===== src/rtl/fdre_delay_line.sv =====
// fdre_delay_line: WIDTH x DEPTH clock-enabled register chain with runtime tap select and a saturating fill count.
// Optional feature: define FDRE_DELAY_LINE_GSR_EN to honour the asynchronous global set/reset glbl.GSR.
module fdre_delay_line #(
  parameter int unsigned       WIDTH = 8,
  parameter int unsigned       DEPTH = 16,
  parameter int unsigned       AW    = 4,
  parameter int unsigned       CW    = 5,
  parameter logic [WIDTH-1:0]  INIT  = {WIDTH{1'b0}}
) (
  input  logic             C,
  input  logic             R,
  input  logic             CE,
  input  logic [WIDTH-1:0] D,
  input  logic [AW-1:0]    A,
  output logic [WIDTH-1:0] Q,
  output logic [WIDTH-1:0] Q_LAST,
  output logic [CW-1:0]    COUNT,
  output logic             VALID,
  output logic             FULL
);

  if (DEPTH < 2 || (64'd1 << AW) < 64'(DEPTH) || (64'd1 << CW) <= 64'(DEPTH) ||
      WIDTH < 1 || WIDTH > 64) begin : g_bad_params
    $fatal(1, "fdre_delay_line: illegal parameters (need DEPTH>=2, 2**AW>=DEPTH, 2**CW>DEPTH)");
  end

  localparam logic [CW-1:0] FULL_COUNT = CW'(DEPTH);
  localparam logic [AW-1:0] LAST_TAP   = AW'(DEPTH - 1);

  // NOTE: every stage is reset to INIT, so this array must map to flops, never to a RAM macro.
  logic [WIDTH-1:0] r_stage [DEPTH];
  logic [CW-1:0]    r_count;
  logic [AW-1:0]    w_a_eff;

`ifdef FDRE_DELAY_LINE_GSR_EN
  logic w_gsr;
  assign w_gsr = glbl.GSR;

  always_ff @(posedge C or posedge w_gsr) begin
    if (w_gsr) begin
      for (int i = 0; i < int'(DEPTH); i++) r_stage[i] <= INIT;
      r_count <= '0;
    end else begin
`else
  always_ff @(posedge C) begin
    begin
`endif
      // NOTE: non-blocking assignments let every stage sample its neighbour's old value in one edge.
      // Unknown R or CE deliberately poisons the state instead of silently holding it.
      case (R)
        1'b1: begin
          for (int i = 0; i < int'(DEPTH); i++) r_stage[i] <= INIT;
          r_count <= '0;
        end
        1'b0: begin
          case (CE)
            1'b1: begin
              r_stage[0] <= D;
              for (int i = 1; i < int'(DEPTH); i++) r_stage[i] <= r_stage[i-1];
              if (r_count != FULL_COUNT) r_count <= r_count + CW'(1);
            end
            1'b0: ;
            default: begin
              for (int i = 0; i < int'(DEPTH); i++) r_stage[i] <= 'x;
              r_count <= 'x;
            end
          endcase
        end
        default: begin
          for (int i = 0; i < int'(DEPTH); i++) r_stage[i] <= 'x;
          r_count <= 'x;
        end
      endcase
    end
  end

  // Out-of-range taps clamp to the last stage rather than wrapping.
  assign w_a_eff = (32'(A) < DEPTH) ? A : LAST_TAP;

  assign Q      = r_stage[w_a_eff];
  assign Q_LAST = r_stage[DEPTH-1];
  assign COUNT  = r_count;
  assign VALID  = 32'(r_count) > 32'(w_a_eff);
  assign FULL   = (r_count == FULL_COUNT);

endmodule


===== config.mk =====
export PLATFORM = sky130hd
export DESIGN_NAME = fdre_delay_line
export DESIGN_NICKNAME = d
export VERILOG_FILES = /design/src/rtl/fdre_delay_line.sv
export SDC_FILE = /design/constraint.sdc
export NUM_CORES = 1
export LEC_CHECK = 0
export CELL_PAD_IN_SITES_DETAIL_PLACEMENT = 0
export CELL_PAD_IN_SITES_GLOBAL_PLACEMENT = 2
export CORE_MARGIN = 2
export CORE_UTILIZATION = 35
export DETAILED_ROUTE_END_ITERATION = 8
export GPL_TIMING_DRIVEN = 0
export PLACE_DENSITY_LB_ADDON = 0.1
export SKIP_LAST_GASP = 1
export SYNTH_ARGS = -nofsm -noshare
export SYNTH_HDL_FRONTEND = slang
export SYNTH_SLANG_ARGS = --single-unit
export TNS_END_PERCENT = 100

===== constraint.sdc =====
create_clock -name C -period 5.15 [get_ports C]
set_input_delay 1.545 -clock C [delete_from_list [all_inputs] [get_ports C]]
set_output_delay 1.545 -clock C [all_outputs]
set_load 0.1 [all_outputs]

==> summary.md <==
Entering global routing, the biggest net connects 55 pins. The flow ran to the end, and the final reports show no timing, DRC or antenna violations. The logs give 11900 microns for the wire length after detailed routing and 313 microns for the detailed-routed wire length on met3. For this design, the CTS-stage hold fixing added 0 buffers.

The maximum buffer depth of the clock tree came out at 2. The share of total power consumed by net switching is 0.254, and the number of I/O pins is 38. Counting the fill cells in the layout gives 1576.

On the critical path, the stage with the largest delay is an instance of mux4_1. TritonCTS built the clock tree. The number of hold-slack violations in the final timing report came out at 0.

The die outline area was 18400 sq um. Synthesis instantiated 24 different standard cells from the library. The repair_antennas step left the layout with diodes totalling 0.

The tightest hold path in the finished design has a slack of 0.544 ns. The worst relative slew slack was 0.352; the number of buffers inserted by port buffering was 36. In this run the mean area of a mapped cell was 16.1 sq um. The biggest area contributor in the post-synthesis netlist is edfxtp_1.

In this run the power density over the cells is 393 nW/um^2. Along the worst path, the maximum fanout reaches 10. The via count normalized by instance count is 4.83, and the total nets after synthesis is 397.

The flip-flop and latch count after synthesis was 133. Setup repair after global routing could not meet its margin everywhere. The fraction of final layout cells with drive strength greater than 1 is 0.146, and the width of the chip is 136 microns. At the end of routability-driven placement, the weighted congestion stood at 0.693. In this run the static leakage power is 2.80 nW. The vertical extent of the die is 136 microns, and the global routing usage summed across all routing layers is 0.139. The number of global-route vias before repair is 3262, and the detailed placer's ending HPWL is 7970 microns. Starting density of the core: 0.355. The average routed wire per standard cell is 17.7 microns. The number of buffers inserted during clock tree synthesis is 17. Sorting the synthesized cells by area gives the leading types as edfxtp_1 (66%), and2_1 (8.2%), mux4_2 (6.3%). The relative area change from synthesis to final layout is 21.1%, and the net switching power is 733 uW. Summing all multi-input logic gate instances after layout gives 1950 sq um. The source-to-sink clock delay at the later pin of the worst-skew pair is 0.41 ns, and the relative contribution of combinational cells to total power is 0.135. Clock tree synthesis found a total of 133 sinks. Counting every instance in the synthesized netlist gives 376.

Category of the worst setup path capture point: an output pin. The synthesized design contains 133 enable-type register cells. After the flow finishes, the layout carries non-filler instances totaling 671. For the depth of the CTS H-tree, the log shows 4. Prevailing post-synth register cell: edfxtp_1.

The post-route clock period utilization is 0.994, and the sequential group share of total power is 0.456. In this run, placement finished with an instance count of 639. The worst path needs 5.12 ns of the cycle, external delays included. The routed layout has 3243 vias. For this run, the number of Yosys warnings is 0. In this run the cell area of the synthesized design comes to 6070 sq um. After detailed routing, the met2 layer carries 5640 microns of wire. Across the whole layout, storage elements account for 3990 sq um. The worst hold path belongs to the class reg -> reg. On the final layout, the worst clock skew is 0.00550 ns.

Once detail routing completed, the nets flagged for antenna violations numbered 0. For the first-pass detailed-route iteration total, the log shows 4. For this run, design rule violations remaining after detail routing come to 0.

The number of pins with negative max-slew slack in the final report was 0; the critical path's largest stage delay was 0.60 ns. The logs give 2.16 mW for the internal cell power and 170 for the first-iteration detailed-routing DRC count. The first global-routing pass estimated 18600 microns of wire. The finished cells cover 7350 sq um. Uppermost layer routed: met4. The proportion of synthesized chip area in sequential cells is 0.658, and the actual transition at the worst max-transition pin is 0.969 ns. The detailed router put a total of 5710 microns of wire on met1. The total area inside the core boundary comes to 17100 sq um.

Yosys instantiated no cell more often than edfxtp_1. VDD sags by at most 229 uV. Walking the worst path, the cells encountered are clkdlybuf4s50_1 > buf_6 > buf_8 > mux4_1 > a22oi_1 > nand2_1 > buf_6. The logs give 0 for the number of antenna violations at the first check in global routing and 48 for the number of rows in the core area. The type of the setup path with the least slack is in -> out. The total setup violations reported at the end of the flow came out at 0. Layout net count: 454.

The area share of the largest cell type after synthesis works out to 0.658. At the worst endpoint, the required time is 3.61 ns. Data arrives at the worst endpoint at 3.57 ns. The async set or reset register ratio after synthesis was 0; the cell area after placement was 6770 sq um. The buffer cell driving the clock tree root is clkbuf_16. The cell occurring most often along the worst timing path is buf_6. The tools report the proportion of power drawn by the clock network as 0.409.

The tool flagged a number of max-cap violations equal to 0. The run gives 195 MHz as the maximum frequency from static timing analysis. After clock tree synthesis, the clock-pin slew on the worst setup and hold paths is 0.05 ns. The run gives 0 ns as the sum of negative setup slack. The total overflow left after global routing is 0. By count the netlist is led by edfxtp_1 (133), and2_1 (80), nor2b_1 (50). The worst setup path is launched from an input port.
final timing paths:
kind                   endpoint  slack, ns  cells past startpoint           from
hold reg to reg   r_stage[7][4]       0.54                      1  r_stage[6][4]
setup / recovery           Q[5]       0.03                      7           A[0]
hold / removal    r_stage[7][4]       0.54                      1  r_stage[6][4]
setup reg to reg       COUNT[3]       3.48                      4       COUNT[0]
per-layer routing:
metal	track usage	up-vias
li1	-	1530
met1	0.185	1656
met2	0.215	45
met3	0.0363	12
met4	0.0608	0
met5	0	-
critical path: cells and delay by family:
family          cells  cell delay, ns
compound gates      1            0.20
mux                 1            0.60
simple gates        1            0.13
buf+inv             4            1.09
sequential cells by signal, indices dropped and copies added (netlist names):
signal,flops
COUNT,5
r_stage,128
cell families after synthesis:
| logic type | Yosys count | share of synthesized area |
|---|---|---|
| simple gates | 154 | 0.152 |
| flops | 133 | 0.658 |
| compound gates | 20 | 0.0235 |
| xor+xnor | 3 | 0.00433 |
| mux | 32 | 0.128 |
| fa+ha+maj | 6 | 0.0124 |
| buf+inv | 28 | 0.0223 |
power by group through the flow:
stage          combinational [mW]  sequential [mW]  clock, mW
6_report                    0.389             1.32       1.18
5_1_grt                     0.415             1.33       1.25
3_3_place_gp                0.387             1.34          0
3_5_place_dp                0.395             1.34          0
4_1_cts                     0.396             1.32       1.21
2_1_floorplan               0.221             1.40          0
through the flow:
stage | total power [mW] | utilization | setup slack [ns]
floorplan | 1.62 | - | 0.421
global placement | 1.73 | 0.392 | -0.816
detailed placement | 1.73 | 0.395 | -0.828
CTS | 2.93 | 0.429 | -0.0837
global route | 3.00 | 0.429 | -0.0668
finish | 2.89 | 0.429 | 0.0319
area by class of cell:
class | instances | share of cell area
Buffer | 22 | 0.0175
Clock buffer | 19 | 0.0589
Clock inverter | 13 | 0.0189
Inverter | 6 | 0.00306
Multi-Input combinational cell | 215 | 0.265
Sequential cell | 133 | 0.544
Tap cell | 225 | 0.0383
Timing Repair Buffer | 38 | 0.0547
timing repair:
item	CTS	global route
resized for setup	56	9
buffers inserted	0	0
setup endpoints to repair	9	9
pin swaps	1	0
layout by cell type (no fill, tap or decap):
cell,synthesis,layout
mux4_4,1,1
nand2_1,8,8
or2_4,0,1
a21oi_1,1,1
nor2b_1,50,50
xor2_1,2,2
ha_1,6,6
xnor2_1,1,1
clkbuf_16,0,17
buf_8,0,3
clkinvlp_4,0,2
buf_16,0,1
inv_1,6,6
nand3_1,2,2
buf_6,3,6
clkbuf_2,0,1
nor2_1,10,10
buf_12,0,1
mux4_1,14,14
mux4_2,17,17
buf_2,3,4
or2_2,2,1
nor4bb_2,0,1
a22oi_1,16,16
o21bai_1,1,1
and2_1,80,80
clkbuf_1,15,16
nand4_1,1,1
buf_4,1,3
edfxtp_1,133,133
clkinv_1,0,5
clkinv_2,0,3
o21ai_0,2,2
bufinv_16,0,3
clkdlybuf4s50_1,0,27
(Power assumes the default switching activity.)
